File: config.mk
export PLATFORM = sky130hd
export DESIGN_NAME = fetch_sequencer
export DESIGN_NICKNAME = d
export VERILOG_FILES = /design/src/rtl/fetch_sequencer.sv
export SDC_FILE = /design/constraint.sdc
export NUM_CORES = 1
export LEC_CHECK = 0
export ABC_CLOCK_PERIOD_IN_PS = 3500
export BUFFER_PORTS_ARGS = -buffer_cell sky130_fd_sc_hd__buf_2
export CAP_MARGIN = 40
export CORE_ASPECT_RATIO = 1.2
export CORE_MARGIN = 1.5
export CORE_UTILIZATION = 30
export DETAILED_ROUTE_END_ITERATION = 8
export GPL_TIMING_DRIVEN = 0
export PLACE_DENSITY = 0.51
export SETUP_SLACK_MARGIN = 0.1
export SLEW_MARGIN = 40
export SYNTH_ARGS = -nofsm -noshare
export SYNTH_HDL_FRONTEND = slang
export SYNTH_SLANG_ARGS = --single-unit
File: constraint.sdc
create_clock -name clk -period 3.5 [get_ports clk]
set_clock_uncertainty 0.2 [all_clocks]
set_input_delay 0.175 -clock clk [delete_from_list [all_inputs] [get_ports clk]]
set_output_delay 0.175 -clock clk [all_outputs]
set_load 0.02 [all_outputs]
File: src/rtl/fetch_sequencer.sv
// fetch_sequencer: non-pipelined instruction fetch sequencer.
// Holds the architectural PC and fetches one instruction at a time over a
// request/ready handshake. The fetched word is held for execute until execute
// signals done. The next fetch then goes to PC+4 or to the jump target.
//
// Optional feature: define FETCH_MISALIGN_CHECK_EN to trap taken jump targets
// with bits[1:0] != 0 to TRAP_VECTOR and report them on misaligned_fault and
// fault_address. Without it, targets load verbatim and both fault outputs stay 0.
//
// Ports:
//   clk, reset_n          clock, asynchronous active-low reset
//   mem_request/address   instruction-memory read request and word address
//   mem_ready/read_data   memory response handshake and instruction word
//   instruction_valid     instruction/program_counter valid for execute
//   instruction           latched instruction word
//   program_counter       PC of the latched instruction
//   execute_done          one-cycle pulse closing the current instruction
//   execute_take_jump     with execute_done: redirect to execute_jump_target
//   execute_jump_target   next PC from the jump/branch units
//   misaligned_fault      one-cycle pulse on a trapped misaligned target
//   fault_address         last offending target, held until the next fault
module fetch_sequencer (
  input  logic        clk,
  input  logic        reset_n,
  output logic        mem_request,
  output logic [31:0] mem_address,
  input  logic        mem_ready,
  input  logic [31:0] mem_read_data,
  output logic        instruction_valid,
  output logic [31:0] instruction,
  output logic [31:0] program_counter,
  input  logic        execute_done,
  input  logic        execute_take_jump,
  input  logic [31:0] execute_jump_target,
  output logic        misaligned_fault,
  output logic [31:0] fault_address
);

  localparam int unsigned XLEN = 32;
  localparam logic [XLEN-1:0] RESET_VECTOR = 32'h0000_0000;
`ifdef FETCH_MISALIGN_CHECK_EN
  localparam logic [XLEN-1:0] TRAP_VECTOR  = 32'h0000_0100;
`endif

  typedef enum logic [1:0] {
    START   = 2'd0,
    REQUEST = 2'd1,
    EXECUTE = 2'd2
  } state_t;

  state_t state, state_next;

  logic            mem_request_next;
  logic [XLEN-1:0] mem_address_next;
  logic            instruction_valid_next;
  logic [XLEN-1:0] instruction_next;
  logic [XLEN-1:0] program_counter_next;
  logic            misaligned_fault_next;
  logic [XLEN-1:0] fault_address_next;
  logic [XLEN-1:0] redirect_pc;

  // State and output registers
  always_ff @(posedge clk or negedge reset_n) begin
    if (!reset_n) begin
      state             <= START;
      mem_request       <= 1'b0;
      mem_address       <= RESET_VECTOR;
      instruction_valid <= 1'b0;
      instruction       <= '0;
      program_counter   <= RESET_VECTOR;
      misaligned_fault  <= 1'b0;
      fault_address     <= '0;
    end else begin
      state             <= state_next;
      mem_request       <= mem_request_next;
      mem_address       <= mem_address_next;
      instruction_valid <= instruction_valid_next;
      instruction       <= instruction_next;
      program_counter   <= program_counter_next;
      misaligned_fault  <= misaligned_fault_next;
      fault_address     <= fault_address_next;
    end
  end

  // Next-state logic
  always_comb begin
    state_next = state;
    unique case (state)
      START:   state_next = REQUEST;
      REQUEST: if (mem_ready) state_next = EXECUTE;
      EXECUTE: if (execute_done) state_next = REQUEST;
      default: state_next = START;
    endcase
  end

  // Sequential PC: jump target when taken, else PC+4 (wraps at 2^32)
  always_comb begin
    redirect_pc = execute_take_jump ? execute_jump_target
                                    : program_counter + XLEN'(4);
  end

  // Next values for the registered outputs
  always_comb begin
    mem_request_next       = mem_request;
    mem_address_next       = mem_address;
    instruction_valid_next = instruction_valid;
    instruction_next       = instruction;
    program_counter_next   = program_counter;
    misaligned_fault_next  = 1'b0;
    fault_address_next     = fault_address;
    unique case (state)
      START: begin
        mem_request_next = 1'b1;
        mem_address_next = program_counter;
      end
      REQUEST: begin
        if (mem_ready) begin
          instruction_next       = mem_read_data;
          instruction_valid_next = 1'b1;
          mem_request_next       = 1'b0;
        end
      end
      EXECUTE: begin
        if (execute_done) begin
          instruction_valid_next = 1'b0;
          mem_request_next       = 1'b1;
          program_counter_next   = redirect_pc;
          mem_address_next       = redirect_pc;
`ifdef FETCH_MISALIGN_CHECK_EN
          // Only taken targets can be misaligned; PC+4 keeps alignment.
          if (execute_take_jump && (execute_jump_target[1:0] != 2'b00)) begin
            program_counter_next  = TRAP_VECTOR;
            mem_address_next      = TRAP_VECTOR;
            fault_address_next    = execute_jump_target;
            misaligned_fault_next = 1'b1;
          end
`endif
        end
      end
      default: begin
        mem_request_next       = 1'b0;
        instruction_valid_next = 1'b0;
      end
    endcase
  end

endmodule
==> impl_results.html <==
<table>
<tr><th>Metric</th><th>Value</th></tr>
<tr><th colspan="2">Cells and area</th></tr>
<tr><td>Share of cells above drive strength 1</td><td>0.336</td></tr>
<tr><td>Filler instances</td><td>1822</td></tr>
<tr><td>Most common library cell in the layout ignoring fill and taps</td><td>sky130_fd_sc_hd__buf_2</td></tr>
<tr><td>ANT cells</td><td>0</td></tr>
<tr><td>Nets@finish</td><td>approximately 910</td></tr>
<tr><td>Leading cell types in the layout, fill and taps excluded</td><td>sky130_fd_sc_hd__buf_2, sky130_fd_sc_hd__dfrtp_1, sky130_fd_sc_hd__dlygate4sd3_1, sky130_fd_sc_hd__nand2_1, sky130_fd_sc_hd__buf_4</td></tr>
<tr><td>Area added between synthesis and finish</td><td>38.4%</td></tr>
<tr><th colspan="2">STA</th></tr>
<tr><td>Fmax</td><td>roughly 380 MHz</td></tr>
<tr><td>Worst Hold Slack</td><td>0.0197 ns</td></tr>
<tr><td>Slew at the pin with the worst max-slew slack</td><td>0.783 ns</td></tr>
<tr><td>RSZ-0062 raised after global routing</td><td>false</td></tr>
<tr><td>Number of pins with negative max-slew slack in the final report</td><td>0</td></tr>
<tr><td>Worst max-slew margin expressed relative to the limit</td><td>0.478</td></tr>
<tr><td>Hold Violations, Final</td><td>0</td></tr>
<tr><td>Sum of negative setup slack</td><td>0 ns</td></tr>
<tr><td>Time the worst path needs with I/O delays and setup</td><td>2.63 ns</td></tr>
<tr><td>Setup-violating endpoint count in the final report</td><td>0</td></tr>
<tr><td>Period utilization</td><td>0.750</td></tr>
<tr><td>Final critical-path setup slack</td><td>roughly 0.87 ns</td></tr>
<tr><th colspan="2">Yosys</th></tr>
<tr><td>Mean instance size in the synthesized netlist</td><td>9.82 sq um</td></tr>
<tr><td>Sequential-to-total area share from yosys stat</td><td>0.444</td></tr>
<tr><td>Largest family of logic cells by synthesized area</td><td>compound AO/OA/AOI/OAI gates</td></tr>
<tr><td>Netlist cell types</td><td>64</td></tr>
<tr><td>Synth Warn #</td><td>0</td></tr>
<tr><td>Combined area of all synthesized cells</td><td>5580 sq um</td></tr>
<tr><td>Most common flop cell mapped by yosys</td><td>sky130_fd_sc_hd__dfrtp_1</td></tr>
<tr><td>Flip-flop and latch count after synthesis</td><td>a little under 100</td></tr>
<tr><td>Share of synthesized registers carrying an async set or reset</td><td>1.00</td></tr>
<tr><td>Post-synthesis cell count</td><td>around 570</td></tr>
<tr><td>Simple-gate portion of the synthesized area</td><td>0.166</td></tr>
<tr><td>Area share of fa/ha/maj cells after synthesis</td><td>0.00224</td></tr>
<tr><td>XOR/XNOR share of the synthesized area</td><td>0.0314</td></tr>
<tr><td>Multiplexer fraction of the synthesized cell area</td><td>0.0873</td></tr>
<tr><td>Share of the synthesized area in compound gates (AO/OA/AOI/OAI)</td><td>0.175</td></tr>
<tr><td>Number of synthesized flops with an enable pin</td><td>0</td></tr>
<tr><th colspan="2">Clock network</th></tr>
<tr><td>Clock transition at the registers of the reported paths</td><td>0.08 ns</td></tr>
<tr><td>Post-CTS resize count</td><td>0</td></tr>
<tr><td>Deepest level of the CTS H-tree</td><td>3</td></tr>
<tr><td>Root buffer cell</td><td>sky130_fd_sc_hd__clkbuf_16</td></tr>
<tr><td>Latest clock arrival within the worst-skew pair</td><td>0.36 ns</td></tr>
<tr><td>Number of CTS-inserted buffers</td><td>9</td></tr>
<tr><td>CTS Sinks</td><td>99</td></tr>
<tr><td>Clk buf depth</td><td>2</td></tr>
<tr><td>Clock tree from TritonCTS</td><td>done</td></tr>
<tr><th colspan="2">Global routing</th></tr>
<tr><td>Via count of the first global-routing pass</td><td>5411</td></tr>
<tr><td>Pin count of the biggest net entering global routing</td><td>69</td></tr>
<tr><td>Overall fraction of global-route tracks in use</td><td>0.206</td></tr>
<tr><td>GR Overflow Total</td><td>0</td></tr>
<tr><td>Number of antenna violations at the first check in global routing</td><td>0</td></tr>
<tr><td>Wire length of the first global-routing pass</td><td>30800 microns</td></tr>
<tr><th colspan="2">Routing</th></tr>
<tr><td>Metal1 wirelength</td><td>8260 microns</td></tr>
<tr><td>Met2 WL</td><td>9760 microns</td></tr>
<tr><td>Via total after detailed routing</td><td>between 5000 and 6000</td></tr>
<tr><td>Average wire per standard cell</td><td>18.5 microns</td></tr>
<tr><td>Number of violations reported at the end of detailed-routing iteration 0</td><td>402</td></tr>
<tr><td>Post-DRT Antenna Nets</td><td>0</td></tr>
<tr><td>First-pass iteration count of the detailed router</td><td>6</td></tr>
<tr><td>Average vias per placed instance</td><td>5.08</td></tr>
<tr><td>Uppermost routed layer</td><td>met4</td></tr>
<tr><td>Routed wire length</td><td>19700 microns</td></tr>
<tr><td>DR DRC count</td><td>0</td></tr>
<tr><td>Routed met3 length</td><td>1260 microns</td></tr>
<tr><th colspan="2">Critical path</th></tr>
<tr><td>Largest fanout of any net on the critical path</td><td>10</td></tr>
<tr><td>Critical path class</td><td>reg2reg</td></tr>
<tr><td>Data required time at the worst endpoint</td><td>3.50 ns</td></tr>
<tr><td>Arrival time worst endpoint</td><td>2.63 ns</td></tr>
<tr><td>Startpoint type of the worst setup path</td><td>flop</td></tr>
<tr><td>Nature of the critical path endpoint</td><td>flop</td></tr>
<tr><th colspan="2">Die</th></tr>
<tr><td>Initial core utilization</td><td>0.307</td></tr>
<tr><td>Area of the core</td><td>~18000 sq um</td></tr>
<tr><td>DIE HEIGHT</td><td>approximately 150 microns</td></tr>
<tr><td>Placement Rows</td><td>54</td></tr>
<tr><td>Total Die Area</td><td>19400 sq um</td></tr>
<tr><td>Number of I/O pins</td><td>200</td></tr>
<tr><td>Width of the die</td><td>127 microns</td></tr>
<tr><th colspan="2">Min path</th></tr>
<tr><td>Hold Crit Class</td><td>in2reg</td></tr>
<tr><th colspan="2">Power</th></tr>
<tr><td>Power density over cell area</td><td>843 nW/um^2</td></tr>
<tr><td>Worst voltage drop across the vdd grid</td><td>488 uV</td></tr>
<tr><td>Leakage power</td><td>3.57 nW</td></tr>
<tr><td>Total power consumption of the routed design</td><td>approximately 0.0065 W</td></tr>
<tr><th colspan="2">Placement</th></tr>
<tr><td>DPL Wire Length</td><td>14200 microns</td></tr>
<tr><td>Final weighted congestion in routability-driven placement</td><td>0.852</td></tr>
<tr><td>Quantity of I/O buffers inserted on ports</td><td>165</td></tr>
<tr><td>Worst setup slack before clock tree synthesis</td><td>0.887 ns</td></tr>
<tr><th colspan="2">Status</th></tr>
<tr><td>Run status</td><td>finished clean</td></tr>
<tr><th colspan="2">Job</th></tr>
<tr><td>Max Cap Violations</td><td>0</td></tr>
</table>
where the power goes:
part           switching [W]  total, W  internal [W]
logic                0.00202   0.00328       0.00126
registers           0.000502   0.00220       0.00170
clock network       0.000500   0.00102      0.000518
total                0.00302   0.00650       0.00348
worst max-delay path, cell delays in order (launching register included):
cell	delay (ns)
sky130_fd_sc_hd__dfrtp_1	0.46
sky130_fd_sc_hd__clkbuf_1	0.39
sky130_fd_sc_hd__nand2b_1	0.30
sky130_fd_sc_hd__nand2_1	0.27
sky130_fd_sc_hd__clkbuf_1	0.63
sky130_fd_sc_hd__o21ai_0	0.21
stage by stage:
step	instances	utilization	instance area, sq um
6_report	1064	0.425	7720
5_1_grt	1064	0.425	7720
4_1_cts	1064	0.424	7710
3_5_place_dp	990	0.376	6840
3_3_place_gp	989	0.374	6800
2_1_floorplan	600	-	5700
routing by layer:
metal | track usage | vias up
met2 | 0.352 | 246
met5 | 0 | -
met1 | 0.256 | 2600
met4 | 0.0731 | 0
li1 | - | 2526
met3 | 0.0404 | 30
state kept, by name, summed over array words and instances (netlist names):
signal             flops
program_counter       32
mem_address           32
instruction_valid      1
state                  2
instruction           32
cells by family after synthesis:
kind of cell | count (synthesis)
other | 1
AOI/OAI and AO/OA | 147
buffers and inverters | 83
DFF | 99
muxes | 44
adders and majority gates | 1
xor gates and xnor gates | 20
and+or+nand+nor | 173
cell type report:
class	count	area, sq um	share of cell area
multi-input cells	418	2700	0.350
plain buffers	75	492	0.0637
well taps	224	280	0.0363
flip-flops and latches	99	2480	0.321
clock inverters	6	53.8	0.00697
clock buffers	10	239	0.0310
repair buffers	224	1440	0.187
inverters	8	30.0	0.00389
path summary, 6_finish.rpt:
kind                                             from  slack (ns)  depth (start not counted)                               to
hold reg to reg            mem_address[0]$_DFFE_PN0P_        0.29                          2       mem_address[0]$_DFFE_PN0P_
max in group asynchronous                     reset_n        2.41                          3  program_counter[17]$_DFFE_PN0P_
min in group asynchronous                     reset_n        0.06                          2      mem_address[16]$_DFFE_PN0P_
setup reg to reg                 state[1]$_DFFE_PN0P_        0.87                          5       mem_address[5]$_DFFE_PN0P_
setup / recovery                 state[1]$_DFFE_PN0P_        0.87                          5       mem_address[5]$_DFFE_PN0P_
hold / removal                 execute_jump_target[6]        0.02                          4   program_counter[6]$_DFFE_PN0P_
cells in the mapped netlist (6+ instances only):
master                     number  area [sq um]
sky130_fd_sc_hd__a211oi_1      12          90.1
sky130_fd_sc_hd__a21oi_1       28           140
sky130_fd_sc_hd__a22oi_1       10          75.1
sky130_fd_sc_hd__buf_4         38           285
sky130_fd_sc_hd__clkbuf_1      21          78.8
sky130_fd_sc_hd__dfrtp_1       99          2480
sky130_fd_sc_hd__inv_1          7          26.3
sky130_fd_sc_hd__mux2_2        37           417
sky130_fd_sc_hd__mux2i_1        7          70.1
sky130_fd_sc_hd__nand2_1       48           180
sky130_fd_sc_hd__nand2b_1       6          37.5
sky130_fd_sc_hd__nand3_1       19          95.1
sky130_fd_sc_hd__nand4_1        6          37.5
sky130_fd_sc_hd__nor2_1        39           146
sky130_fd_sc_hd__nor3_1        15          75.1
sky130_fd_sc_hd__nor4_1         7          43.8
sky130_fd_sc_hd__o21ai_0       36           180
sky130_fd_sc_hd__o22ai_1       16           100
sky130_fd_sc_hd__xnor2_1       11          96.3
sky130_fd_sc_hd__xor2_1         9          78.8
timing repair:
| item | 4_1_cts | 5_1_grt |
|---|---|---|
| setup buffers | 0 | 0 |
| hold endpoints to repair | 163 | 0 |
| hold buffers | 58 | 0 |
Note: power is estimated with default switching activity, not from simulation.
